## config.mk

```make
export PLATFORM = sky130hd
export DESIGN_NAME = debug_gpio_conditioner
export DESIGN_NICKNAME = d
export VERILOG_FILES = /design/src/rtl/debug_gpio_conditioner.sv
export SDC_FILE = /design/constraint.sdc
export NUM_CORES = 1
export LEC_CHECK = 0
export BUFFER_PORTS_ARGS = -buffer_cell sky130_fd_sc_hd__buf_4
export CAP_MARGIN = 30
export CELL_PAD_IN_SITES_DETAIL_PLACEMENT = 1
export CELL_PAD_IN_SITES_GLOBAL_PLACEMENT = 1
export CORE_MARGIN = 5
export CORE_UTILIZATION = 40
export CTS_CLUSTER_DIAMETER = 120
export DETAILED_ROUTE_END_ITERATION = 16
export PLACE_DENSITY = 0.9
export SLEW_MARGIN = 10
export SYNTH_ARGS = -nofsm -noshare
export SYNTH_HDL_FRONTEND = slang
export SYNTH_SLANG_ARGS = --single-unit
```

## constraint.sdc

```tcl
create_clock -name clk -period 2.5 [get_ports clk]
set_input_delay 0.25 -clock clk [delete_from_list [all_inputs] [get_ports clk]]
set_output_delay 0.25 -clock clk [all_outputs]
set_load 0.02 [all_outputs]
```

## src/rtl/debug_gpio_conditioner.sv

```systemverilog
// Debug GPIO conditioner: per-lane passthrough / pulse-stretch / toggle / off drive with rising-edge counters.
// Define DEBUG_GPIO_EDGE_COUNT_EN to build the edge counters; without it edge_cnt_o reads constant 0.

module debug_gpio_cond_lane #(
  parameter int LEN_WIDTH = 16
) (
  input  logic                 clk,
  input  logic                 rst_n,
  input  logic                 gpio_i,
  input  logic [1:0]           mode_i,
  input  logic [LEN_WIDTH-1:0] len_i,
  input  logic                 cnt_clr_i,
  output logic                 gpio_o,
  output logic [LEN_WIDTH-1:0] edge_cnt_o
);
  localparam logic [1:0] M_PASS    = 2'd0;
  localparam logic [1:0] M_STRETCH = 2'd1;
  localparam logic [1:0] M_TOGGLE  = 2'd2;
  localparam logic [0:0] S_IDLE    = 1'b0;
  localparam logic [0:0] S_HOLD    = 1'b1;
  localparam logic [LEN_WIDTH-1:0] ONE = {{(LEN_WIDTH-1){1'b0}}, 1'b1};

  logic                 in_q;
  logic [1:0]           mode_q;
  logic [0:0]           state_q, state_d;
  logic [LEN_WIDTH-1:0] cnt_q, cnt_d;
  logic                 out_q, out_d;
  logic                 rise;

  assign rise   = gpio_i & ~in_q;
  assign gpio_o = out_q;

  always_comb begin
    state_d = state_q;
    cnt_d   = cnt_q;
    out_d   = out_q;
    // A mode switch drops whatever the old mode was doing; a same-cycle rise is ignored.
    if (mode_i != mode_q) begin
      state_d = S_IDLE;
      cnt_d   = '0;
      out_d   = 1'b0;
    end else begin
      case (mode_q)
        M_PASS:   out_d = gpio_i;
        M_STRETCH: begin
          if (state_q == S_IDLE) begin
            if (rise) begin
              state_d = S_HOLD;
              cnt_d   = len_i;
              out_d   = 1'b1;
            end else begin
              out_d   = 1'b0;
            end
          end else if (rise) begin
            cnt_d = len_i;
            out_d = 1'b1;
          end else if (cnt_q != '0) begin
            cnt_d = cnt_q - ONE;
            out_d = 1'b1;
          end else if (gpio_i) begin
            out_d = 1'b1;
          end else begin
            state_d = S_IDLE;
            out_d   = 1'b0;
          end
        end
        M_TOGGLE: if (rise) out_d = ~out_q;
        default:  out_d = 1'b0;
      endcase
    end
  end

  always_ff @(posedge clk or negedge rst_n) begin
    if (!rst_n) begin
      in_q    <= 1'b0;
      mode_q  <= M_PASS;
      state_q <= S_IDLE;
      cnt_q   <= '0;
      out_q   <= 1'b0;
    end else begin
      in_q    <= gpio_i;
      mode_q  <= mode_i;
      state_q <= state_d;
      cnt_q   <= cnt_d;
      out_q   <= out_d;
    end
  end

`ifdef DEBUG_GPIO_EDGE_COUNT_EN
  logic [LEN_WIDTH-1:0] edge_q;

  // Clear beats a simultaneous rise; the count sticks at all-ones.
  always_ff @(posedge clk or negedge rst_n) begin
    if (!rst_n)                 edge_q <= '0;
    else if (cnt_clr_i)         edge_q <= '0;
    else if (rise && !(&edge_q)) edge_q <= edge_q + ONE;
  end

  assign edge_cnt_o = edge_q;
`else
  logic unused_cnt_clr;
  assign unused_cnt_clr = cnt_clr_i;
  assign edge_cnt_o     = '0;
`endif
endmodule

module debug_gpio_conditioner #(
  parameter int LEN_WIDTH = 16,
  parameter int NUM_LANES = 4
) (
  input  logic                                clk,
  input  logic                                rst_n,
  input  logic [NUM_LANES-1:0]                gpio_in_i,
  input  logic [NUM_LANES-1:0][1:0]           mode_i,
  input  logic [NUM_LANES-1:0][LEN_WIDTH-1:0] stretch_len_i,
  input  logic                                cnt_clr_i,
  output logic [NUM_LANES-1:0]                gpio_out_o,
  output logic [NUM_LANES-1:0][LEN_WIDTH-1:0] edge_cnt_o
);
  for (genvar g = 0; g < NUM_LANES; g++) begin : g_lane
    debug_gpio_cond_lane #(.LEN_WIDTH(LEN_WIDTH)) u_lane (
      .clk        (clk),
      .rst_n      (rst_n),
      .gpio_i     (gpio_in_i[g]),
      .mode_i     (mode_i[g]),
      .len_i      (stretch_len_i[g]),
      .cnt_clr_i  (cnt_clr_i),
      .gpio_o     (gpio_out_o[g]),
      .edge_cnt_o (edge_cnt_o[g])
    );
  end
endmodule

```

==> results of run 1 <==
-- critical path, stage by stage, from the launching register on --
cell and delay, ns:
dfrtp_1 0.39, inv_1 0.14, ha_1 0.17, or3b_2 0.50, nor4_4 0.42, a21o_1 0.32
a22o_1 0.20, o2bb2ai_1 0.11
-- final timing paths --
| path | startpoint | end | slack, ns | cells after the start |
|---|---|---|---|---|
| min reg2reg | g_lane[2].u_lane.cnt_q[6] | g_lane[2].u_lane.cnt_q[6] | 0.50 | 1 |
| min in group asynchronous | rst_n | g_lane[2].u_lane.mode_q[0] | 0.44 | 2 |
| max in group asynchronous | rst_n | g_lane[0].u_lane.cnt_q[14] | 1.38 | 3 |
| max | g_lane[3].u_lane.cnt_q[0] | g_lane[3].u_lane.cnt_q[14] | 0.17 | 7 |
| max reg2reg | g_lane[3].u_lane.cnt_q[0] | g_lane[3].u_lane.cnt_q[14] | 0.17 | 7 |
| min | gpio_in_i[1] | g_lane[1].u_lane.in_q | 0.03 | 1 |
-- per-stage QoR --
step | setup slack [ns] | cell area (um^2) | instances | hold slack (ns)
after floorplan | 0.336 | 6220 | 776 | -0.0456
after global placement | 0.246 | 6590 | 961 | 0.287
after detailed placement | 0.180 | 6590 | 961 | 0.285
after CTS | 0.170 | 6870 | 978 | 0.0126
after global routing | 0.0146 | 6870 | 978 | 0.0138
final | 0.172 | 6870 | 978 | 0.0302
-- layer usage --
layer | vias up | part of all wire (%)
met1 | 2768 | 45
met5 | - | 0
li1 | 2675 | -
met4 | 0 | 1.2
met2 | 133 | 50
met3 | 19 | 4.2
-- where the power goes --
part           total (mW)  internal [mW]  switching, mW  leakage [nW]
combinational       0.586          0.231          0.355          1.90
clock                1.25          0.700          0.553         0.131
sequential           1.41           1.38         0.0304          1.14
-- flip-flops by register name, summed over array words and instances (netlist names) --
signal	cells
g_lane.u_lane.cnt_q	64
g_lane.u_lane.mode_q	8
g_lane.u_lane.gpio_o	4
g_lane.u_lane.in_q	4
g_lane.u_lane.state_q	4
-- repair_timing --
action / CTS / global route
gates resized for setup: 0 / 0
hold buffers: 1 / 0
endpoints found under the hold margin: 39 / 0
-- cells in the final DEF (no fill, tap or decap), types with 5 or more instances in the layout --
cell and count:
nand2b_1 8, o2bb2ai_1 34, xnor2_1 7, or4_1 13, nor2_1 43, nor4_1 22
a21o_1 5, nor3b_1 6, o21ai_1 12, dfrtp_1 84, buf_4 106, a21oi_1 63
ha_1 8, nor3_1 42, conb_1 64, or3_1 5, a22oi_1 14, o21ai_0 23
a22o_1 9, and2_1 10, nor2b_1 6, clkbuf_16 9, nand3_1 15, inv_1 23
o22ai_1 33, nand2_1 51
-- kinds of logic (layout without fill, tap and decap cells) --
group / Yosys count / count (layout) / share of synthesized area [%]
simple gates: 255 / 255 / 23.6
other cells: 1 / 64 / 0.0627
flops: 84 / 84 / 35.1
compound gates: 226 / 226 / 25.3
fa+ha+maj: 8 / 8 / 1.67
buf+inv: 129 / 147 / 12.7
xor+xnor: 8 / 8 / 1.17
mux: 2 / 2 / 0.356
-- final cells by class --
cell class / count / area share [%]
multi-input combinational: 563 / 48.9
sequential: 84 / 30.6
timing repair buffer: 108 / 12.0
clock buffer: 14 / 3.70
tap: 184 / 3.35
inverter: 23 / 1.26
clock inverter: 2 / 0.146
==> reports/qor.yml, run 1 <==
run_status:
  status: "finished clean"
routing:
  first_iter_violations: 268
  routed_via_density: 5.72
  firstDrtPassIters: 4
  ant_nets: 0
  wl_per_cell_um: 17.3
  routed_wl_mm: 16.9
  drc_errors: 0
  vias: 5595
global_route:
  grt_overflow: 0
  track_usage_pct: 19.1
  grtUsageMet1_pct: 24.5
  antenna_found_initial: 0
  top_usage_layer: "met2"
  use_met2_pct: 32.7
  grt_max_degree: 46
  grt_pass1_vias: 5820
  grt_pass1_wl_mm: 28.5
  gr-usage-met3_pct: 4.05
synthesis:
  ys_ff_latch: 84
  ys_warn_count: 0
  avgSynthCellArea_um2: 8.39
  syn_area_um2: 5980
  yosysMostFrequentCell: "dfrtp_1"
  synth_top_area_cell: "dfrtp_1"
  netlist_top_cells_count: "dfrtp_1 (84), buf_4 (69), a21oi_1 (63)"
  async_flop_share_pct: 100
  yosysUniqueCellTypes: 69
  synthFlopType: "dfrtp_1"
  synth_top_area_share_pct: 35.1
  ys_top_cells_by_area: "dfrtp_1 (35%), buf_4 (8.7%), a21oi_1 (5.3%)"
  yosysSeqAreaShare_pct: 35.1
  syn_inst: 713
  synth_edf_count: 0
timing:
  min_period_over_period_pct: 93.1
  setup_viol: 0
  timing.fmax_mhz: 430
  fin_crit_ns: 2.33
  final.setup.tns_ns: 0
  finClkSkew_ns: 0.00442
  worstMarginPinSlew_ns: 0.756
  slew_headroom_pct: 49.4
  hold_viol: 0
  slew_violations: 0
  rsz0062_at_grt: "false"
clocking:
  clk_pin_slew_ns: 0.06
  numCtsBuffers: 9
  cts_tree: "yes"
  clockBufferDepth: 2
  cts-root-buf: "clkbuf_16"
  cts_sinks: 84
  cts_setup_buffers: 0
  clkLatencyLatePin_ns: 0.34
  cts-htree-levels: 3
finish:
  multi_input_area_um2: 3360
  drive_gt1_share_pct: 17.5
  diodes: 0
  fillers: 1809
  register_area_um2: 2100
  final_util_pct: 47.1
  fin_nets: 876
  area_growth_pct: 14.8
placement:
  portBuffers: 81
  place.gp.congestion: 0.823
  dp_hpwl_mm: 12.3
worst_setup_path:
  cp_max_fo: 6
  critPathKind: "flop to flop"
  required_ns: 2.77
  start_kind: "flop"
  endpoint_kind: "flop"
  critPathArrivalTime_ns: 2.60
pwr:
  p_total_mw: 3.25
  vdd_ir_drop_max_v: 0.000277
  leakagePower_nw: 3.18
  p_per_area_nw_per_um2: 474
floorplan:
  core-area_um2: 14600
  die_y_um: 132
  die_area_um2: 17500
  rows: 44
  dieWidth_um: 132
  io_pins: 147
  start_util_pct: 41.0
worst_hold_path:
  hold_class: "input port to flop"
run:
  max_cap_violations: 0
(Power assumes the default switching activity.)
==> run 2: changes to the inputs <==
--- a/config.mk
+++ b/config.mk
@@ -5,15 +5,16 @@
 export SDC_FILE = /design/constraint.sdc
 export NUM_CORES = 1
 export LEC_CHECK = 0
+export ABC_AREA = 1
 export BUFFER_PORTS_ARGS = -buffer_cell sky130_fd_sc_hd__buf_4
 export CAP_MARGIN = 30
 export CELL_PAD_IN_SITES_DETAIL_PLACEMENT = 1
 export CELL_PAD_IN_SITES_GLOBAL_PLACEMENT = 1
 export CORE_MARGIN = 5
-export CORE_UTILIZATION = 40
+export CORE_UTILIZATION = 39
 export CTS_CLUSTER_DIAMETER = 120
 export DETAILED_ROUTE_END_ITERATION = 16
-export PLACE_DENSITY = 0.9
+export PLACE_DENSITY = 0.91
 export SLEW_MARGIN = 10
 export SYNTH_ARGS = -nofsm -noshare
 export SYNTH_HDL_FRONTEND = slang
==> constraint.sdc (replaced) <==
create_clock -name clk -period 2.6 [get_ports clk]
set_input_delay 0.26 -clock clk [delete_from_list [all_inputs] [get_ports clk]]
set_output_delay 0.26 -clock clk [all_outputs]
set_load 0.02 [all_outputs]
==> reports/qor.yml, run 2 <==
synthesis:
  synth_edf_count: 0  # unchanged
  synth_top_area_share_pct: 33.5  # was 35.1%
  ys_warn_count: 0  # unchanged
  yosysUniqueCellTypes: 45  # was 69
  yosysMostFrequentCell: "nand2_1"  # was dfrtp_1
  synthSimpleGateAreaFrac_pct: 34.7  # was 23.6%
  async_flop_share_pct: 100  # unchanged
  synth_top_family_by_area: "simple AND/OR/NAND/NOR gates"  # was compound AO/OA/AOI/OAI gates
  syn_inst: 913  # was 713
  ys_top_cells_by_area: "dfrtp_1 (34%), nand2_1 (17%), buf_4 (8.3%)"  # was dfrtp_1 (35%), buf_4 (8.7%), a21oi_1 (5.3%)
  ys_ff_latch: 84  # unchanged
  syn_area_um2: 6270  # was 5980 um^2
  avgSynthCellArea_um2: 6.87  # was 8.39 um^2
  synth_compound_area_share_pct: 12.1  # was 25.3%
  synth_top_area_cell: "dfrtp_1"  # unchanged
  yosys.area_share.adder_pct: 1.60  # was 1.67%
  netlist_top_cells_count: "nand2_1 (278), inv_1 (90), nor2_1 (87)"  # was dfrtp_1 (84), buf_4 (69), a21oi_1 (63)
  synthMuxAreaShare_pct: 0.319  # was 0.356%
  synth_xor_area_share_pct: 2.39  # was 1.17%
  yosysSeqAreaShare_pct: 33.5  # was 35.1%
  synthFlopType: "dfrtp_1"  # unchanged
placement:
  pre_cts_ws_ns: 0.797  # was 0.180 ns
  placedCellCount: 1200  # was 961
  place.gp.congestion: 0.820  # was 0.823
  portBuffers: 81  # unchanged
  post_dp_cell_area_um2: 6860  # was 6590 um^2
  dp_hpwl_mm: 13.0  # was 12.3 mm
finish:
  reg.largest.list: "g_lane.u_lane.cnt_q (64), g_lane.u_lane.mode_q (8)"  # unchanged
  layout_commonest_cell: "nand2_1"  # was buf_4
  fillers: 2142  # was 1809
  area_growth_pct: 13.7  # was 14.8%
  final_cell_area_um2: 7130  # was 6870 um^2
  diodes: 0  # unchanged
  final_cell_mix: "nand2_1 (278), inv_1 (90), buf_4 (88), nor2_1 (87), dfrtp_1 (84)"  # was buf_4 (106), dfrtp_1 (84), conb_1 (64), a21oi_1 (63), nand2_1 (51)
  drive_gt1_share_pct: 16.5  # was 17.5%
  stdcell_count: 1215  # was 978
  fin_nets: 1083  # was 876
  regMostFlops: "g_lane.u_lane.cnt_q"  # unchanged
  largest_register_ffs: 64  # unchanged
  final_util_pct: 45.0  # was 47.1%
clocking:
  cts_setup_buffers: 0  # unchanged
  clkLatencyLatePin_ns: 0.35  # was 0.34 ns
  cts_tree: "yes"  # unchanged
  ctsHoldBuffers: 1  # unchanged
  ctsResizeCount: 0  # unchanged
  clockBufferDepth: 2  # unchanged
  numCtsBuffers: 9  # unchanged
  cts-root-buf: "clkbuf_16"  # unchanged
  cts_sinks: 84  # unchanged
  cts-htree-levels: 3  # unchanged
  clk_pin_slew_ns: 0.07  # was 0.06 ns
worst_setup_path:
  ff2ff_path_depth: 10  # was 7
  crit_path_max_incr_delay_ns: 0.43  # was 0.50 ns
  critPathArrivalTime_ns: 2.03  # was 2.60 ns
  path_depth: 10  # was 7
  path_delay_family: "simple AND/OR/NAND/NOR gates"  # unchanged
  required_ns: 2.84  # was 2.77 ns
  crit_slowest_cell: "dfrtp_1"  # was or3b_2
  crit_path_frequent_cell: "nand3_1"
  crit_chain: "inv_1 -> ha_1 -> nand3_1 -> nor2_1 -> nand2_1 -> nand2_2 -> nand2_4 -> nand3_1 -> buf_4 -> o21ai_0"  # was inv_1 -> ha_1 -> or3b_2 -> nor4_4 -> a21o_1 -> a22o_1 -> o2bb2ai_1
  endpoint_kind: "flop"  # unchanged
  crit_buf_inv: 2  # was 1
  critPathKind: "flop to flop"  # unchanged
  start_kind: "flop"  # unchanged
  cp_max_fo: 11  # was 6
timing:
  final.setup.tns_ns: 0  # unchanged
  fin_crit_ns: 1.79  # was 2.33 ns
  timing.fmax_mhz: 559  # was 430 MHz
  worstMarginPinSlew_ns: 0.523  # was 0.756 ns
  rsz0062_at_grt: "false"  # unchanged
  hold_viol: 0  # unchanged
  slew_violations: 0  # unchanged
  setup_ws_ns: 0.811  # was 0.172 ns
  setup_viol: 0  # unchanged
  slew_headroom_pct: 65.1  # was 49.4%
  hold_slack_ns: 0.0302  # about the same
  min_period_over_period_pct: 68.8  # was 93.1%
  finClkSkew_ns: 0.0125  # was 0.00442 ns
worst_hold_path:
  hold_depth: 1  # unchanged
  hold_class: "input port to flop"  # unchanged
pwr:
  vdd_ir_drop_max_v: 0.000281  # was 0.000277 V
  p_int_mw: 2.26  # was 2.31 mW
  seq_power_share_pct: 41.5  # was 43.4%
  comb_power_share_pct: 22.6  # was 18.0%
  power_switching_mw: 1.07  # was 938 uW
  p_total_mw: 3.33  # was 3.25 mW
  p_per_area_nw_per_um2: 467  # was 474 nW/um^2
  p_clk_share_pct: 36.0  # was 38.5%
  leakagePower_nw: 3.89  # was 3.18 nW
  p_sw_share_pct: 32.1  # was 28.9%
routing:
  vias: 5961  # was 5595
  wl_per_cell_um: 14.2  # was 17.3 um
  routed_via_density: 4.91  # was 5.72
  routed_wl_mm: 17.2  # was 16.9 mm
  firstDrtPassIters: 4  # unchanged
  ant_nets: 0  # unchanged
  drc_errors: 0  # unchanged
  first_iter_violations: 194  # was 268
floorplan:
  io_pins: 147  # unchanged
  dieWidth_um: 137  # was 132 um
  rows: 46  # was 44
  die_area_um2: 18700  # was 17500 um^2
  die_y_um: 137  # was 132 um
  core-area_um2: 15800  # was 14600 um^2
  start_util_pct: 39.6  # was 41.0%
global_route:
  grt_overflow: 0  # unchanged
  grt_max_degree: 50  # was 46
  grt_pass1_wl_mm: 28.9  # was 28.5 mm
  grt_pass1_vias: 6283  # was 5820
  track_usage_pct: 18.9  # was 19.1%
  antenna_found_initial: 1  # was 0
run:
  max_cap_violations: 0  # unchanged
run_status:
  status: "finished clean"  # unchanged
==> run 2: cell count changes in the layout (fill, tap and decap cells not counted), sizes merged, moves of 24 or more <==
cell     change
nor3        -39
nor4        -24
nor2        +61
o2bb2ai     -34
a21oi       -41
inv         +69
nand2      +237
nand3       +55
o21ai       +57
o22ai       -29
==> run 2: power groups by stage <==
stage          Clock [mW]  Sequential [mW]  Combinational [mW]
2_1_floorplan           0             1.39               0.595
3_3_place_gp            0             1.40               0.725
3_5_place_dp            0             1.41               0.749
4_1_cts              1.24             1.38               0.757
5_1_grt              1.30             1.39               0.846
6_report             1.20             1.38               0.752
==> run 2: cells by family (layout without fill, tap and decap cells) <==
kind of cell | Yosys count | count (layout)
simple gates | 497 | 497
flops | 84 | 84
fa+ha+maj | 8 | 8
other cells | 1 | 64
xor+xnor | 15 | 15
compound gates | 130 | 130
buf+inv | 176 | 199
mux | 2 | 2
==> run 2: area by class of cell <==
cell class              count  area, um^2  share of cell area [%]
multi-input cells         716        3450                    48.4
inverters                  95         359                    5.04
repair buffers             90         691                    9.69
clock buffers              11         243                    3.40
well taps                 216         270                    3.79
clock inverters             3        15.0                   0.211
flip-flops and latches     84        2100                    29.5
==> run 2: layer usage <==
metal | GRT usage [%] | wire length [um]
met5 | 0 | 14
met2 | 33.8 | 8760
met4 | 7.04 | 293
met1 | 22.5 | 7380
met3 | 3.64 | 791
==> run 2: worst paths after layout <==
path	slack (ns)	start	to
max in group asynchronous	1.48	rst_n	g_lane[0].u_lane.cnt_q[2]
min in group asynchronous	0.45	rst_n	g_lane[2].u_lane.cnt_q[9]
worst max-delay path	0.81	g_lane[1].u_lane.cnt_q[0]	g_lane[1].u_lane.cnt_q[3]
worst min-delay path	0.03	mode_i[7]	g_lane[3].u_lane.mode_q[1]
worst min register to register	0.50	g_lane[1].u_lane.cnt_q[15]	g_lane[1].u_lane.cnt_q[15]
worst max register to register	0.81	g_lane[1].u_lane.cnt_q[0]	g_lane[1].u_lane.cnt_q[3]
==> run 3: changes to the inputs <==
==> constraint.sdc (replaced) <==
create_clock -name clk -period 1.68 [get_ports clk]
set_input_delay 0.168 -clock clk [delete_from_list [all_inputs] [get_ports clk]]
set_output_delay 0.168 -clock clk [all_outputs]
set_load 0.02 [all_outputs]
==> reports/qor.yml, run 3 (synthesized netlist as in run 2, its figures left out) <==
finish:
  diodes: 0  # unchanged
  reg.largest.list: "g_lane.u_lane.cnt_q (64), g_lane.u_lane.mode_q (8)"  # unchanged
  drive_gt1_share_pct: 25.6  # was 16.5%
  register_area_um2: 2110  # was 2100 um^2
  fillers: 2076  # was 2142
  layout_commonest_cell: "nand2_1"  # unchanged
  largest_register_ffs: 64  # unchanged
  fin_nets: 1143  # was 1083
  regMostFlops: "g_lane.u_lane.cnt_q"  # unchanged
  area_growth_pct: 26.5  # was 13.7%
  final_util_pct: 50.1  # was 45.0%
  final_cell_mix: "nand2_1 (266), buf_4 (129), dfrtp_1 (80), inv_1 (79), nor2_1 (67)"  # was nand2_1 (278), inv_1 (90), buf_4 (88), nor2_1 (87), dfrtp_1 (84)
  multi_input_area_um2: 3700  # was 3450 um^2
worst_setup_path:
  critPathKind: "flop to flop"  # unchanged
  start_kind: "flop"  # unchanged
  required_ns: 1.91  # was 2.84 ns
  critPathArrivalTime_ns: 1.89  # was 2.03 ns
  endpoint_kind: "flop"  # unchanged
  cp_max_fo: 7  # was 11
pwr:
  vdd_ir_drop_max_v: 0.000434  # was 0.000281 V
  p_total_mw: 5.39  # was 3.33 mW
  leakagePower_nw: 4.23  # was 3.89 nW
  p_per_area_nw_per_um2: 679  # was 467 nW/um^2
floorplan:
  die_area_um2: 18700  # unchanged
  rows: 46  # unchanged
  dieWidth_um: 137  # unchanged
  die_y_um: 137  # unchanged
  io_pins: 147  # unchanged
  core-area_um2: 15800  # unchanged
  start_util_pct: 39.6  # unchanged
placement:
  place.gp.congestion: 0.834  # was 0.820
  portBuffers: 81  # unchanged
  pre_cts_ws_ns: -0.0117  # was 0.797 ns
  dp_hpwl_mm: 13.6  # was 13.0 mm
global_route:
  track_usage_pct: 19.5  # was 18.9%
  grt_overflow: 0  # unchanged
  grt_pass1_vias: 6363  # was 6283
  grt_max_degree: 38  # was 50
  antenna_found_initial: 1  # unchanged
  grt_pass1_wl_mm: 29.7  # was 28.9 mm
timing:
  min_period_over_period_pct: 98.4  # was 68.8%
  setup_viol: 0  # unchanged
  fin_crit_ns: 1.65  # was 1.79 ns
  hold_viol: 0  # unchanged
  timing.fmax_mhz: 605  # was 559 MHz
  setup_ws_ns: 0.0274  # was 0.811 ns
  finClkSkew_ns: 0.00783  # was 0.0125 ns
  slew_violations: 0  # unchanged
  rsz0062_at_grt: "true"  # was false
routing:
  route.met3.wl_um: 741  # was 791 um
  wl_met2_mm: 10.2  # was 8.76 mm
  routed_wl_mm: 19.3  # was 17.2 mm
  vias: 6226  # was 5961
  drc_errors: 0  # unchanged
  drt-met1-wl_mm: 8.13  # was 7.38 mm
  wl_per_cell_um: 15.1  # was 14.2 um
  routed_via_density: 4.88  # was 4.91
  top_layer_used: "met5"  # unchanged
  first_iter_violations: 323  # was 194
  firstDrtPassIters: 4  # unchanged
  ant_nets: 0  # unchanged
clocking:
  numCtsBuffers: 9  # unchanged
  clkLatencyLatePin_ns: 0.34  # was 0.35 ns
  clockBufferDepth: 2  # unchanged
  cts_sinks: 84  # unchanged
  cts-htree-levels: 3  # unchanged
  cts_tree: "yes"  # unchanged
  cts-root-buf: "clkbuf_16"  # unchanged
  clk_pin_slew_ns: 0.06  # was 0.07 ns
run_status:
  status: "finished clean"  # unchanged
run:
  max_cap_violations: 0  # unchanged
worst_hold_path:
  hold_class: "input port to flop"  # unchanged
## run 3: changes by cell type in the layout (fill, tap and decap cells not counted), moves of 9 or more
cell           before  now
inv_1              90   79
nor2_2             12   24
nor2_1             87   67
dlygate4sd3_1       1   13
nand2_1           278  266
nand2_2             6   15
buf_4              88  129
nor2_4              6   15
## run 3: worst max-delay path, stage by stage (launching register included)
cell and delay [ns]:
dfrtp_1 0.41, inv_2 0.13, ha_4 0.14, nand3_2 0.06, nor2_1 0.10, nand2_1 0.09, nand2_2 0.10, nand2_4 0.07
nand3_4 0.09, clkinvlp_4 0.18, nand2_2 0.13, nand2_2 0.04
## run 3: power breakdown
part | leakage (nW) | switching (mW) | internal (mW)
clock network | 0.125 | 0.834 | 1.03
registers | 1.13 | 0.0600 | 2.08
logic | 2.98 | 0.864 | 0.524
total | 4.23 | 1.76 | 3.63
## run 3: path summary, 6_finish.rpt
kind | slack (ns) | end | startpoint | depth (start not counted)
worst max-delay path | 0.03 | g_lane[0].u_lane.cnt_q[15] | g_lane[0].u_lane.cnt_q[0] | 11
worst max register to register | 0.03 | g_lane[0].u_lane.cnt_q[15] | g_lane[0].u_lane.cnt_q[0] | 11
worst min register to register | 0.50 | g_lane[1].u_lane.cnt_q[15] | g_lane[1].u_lane.cnt_q[15] | 2
min in group asynchronous | 0.29 | g_lane[2].u_lane.cnt_q[11] | rst_n | 2
max in group asynchronous | 0.79 | g_lane[2].u_lane.gpio_o | rst_n | 3
worst min-delay path | 0.08 | g_lane[3].u_lane.cnt_q[6] | stretch_len_i[54] | 3
## run 3: routing by layer
| metal | vias to the layer above | global-route usage [%] |
|---|---|---|
| met2 | 118 | 36.5 |
| li1 | 3066 | - |
| met4 | 2 | 5.10 |
| met1 | 3023 | 22.9 |
| met5 | - | 0 |
| met3 | 17 | 3.35 |
## run 3: what timing repair did
action | 4_1_cts | 5_1_grt
gates resized for setup | 10 | 75
pin swaps | 1 | 20
gates cloned | 0 | 3
hold buffers | 13 | 0
endpoints found under the hold margin | 35 | 0
endpoints found under the setup margin | 4 | 62
buffers inserted | 0 | 15
## run 3: area by class of cell
class | instances | share of cell area [%]
clock buffers | 12 | 3.11
clock inverters | 2 | 0.158
inverters | 95 | 4.75
multi-input cells | 718 | 46.7
flip-flops and latches | 84 | 26.6
well taps | 216 | 3.41
repair buffers | 148 | 15.3
## run 3: stage by stage
stage          setup TNS [ns]  hold slack [ns]  std cells  area [um^2]
2_1_floorplan               0           -0.128        976         6510
3_3_place_gp                0            0.119       1230         7110
3_5_place_dp          -0.0117            0.122       1230         7110
4_1_cts                     0           0.0717       1257         7530
5_1_grt                -0.658           0.0856       1275         7930
6_report                    0           0.0807       1275         7930
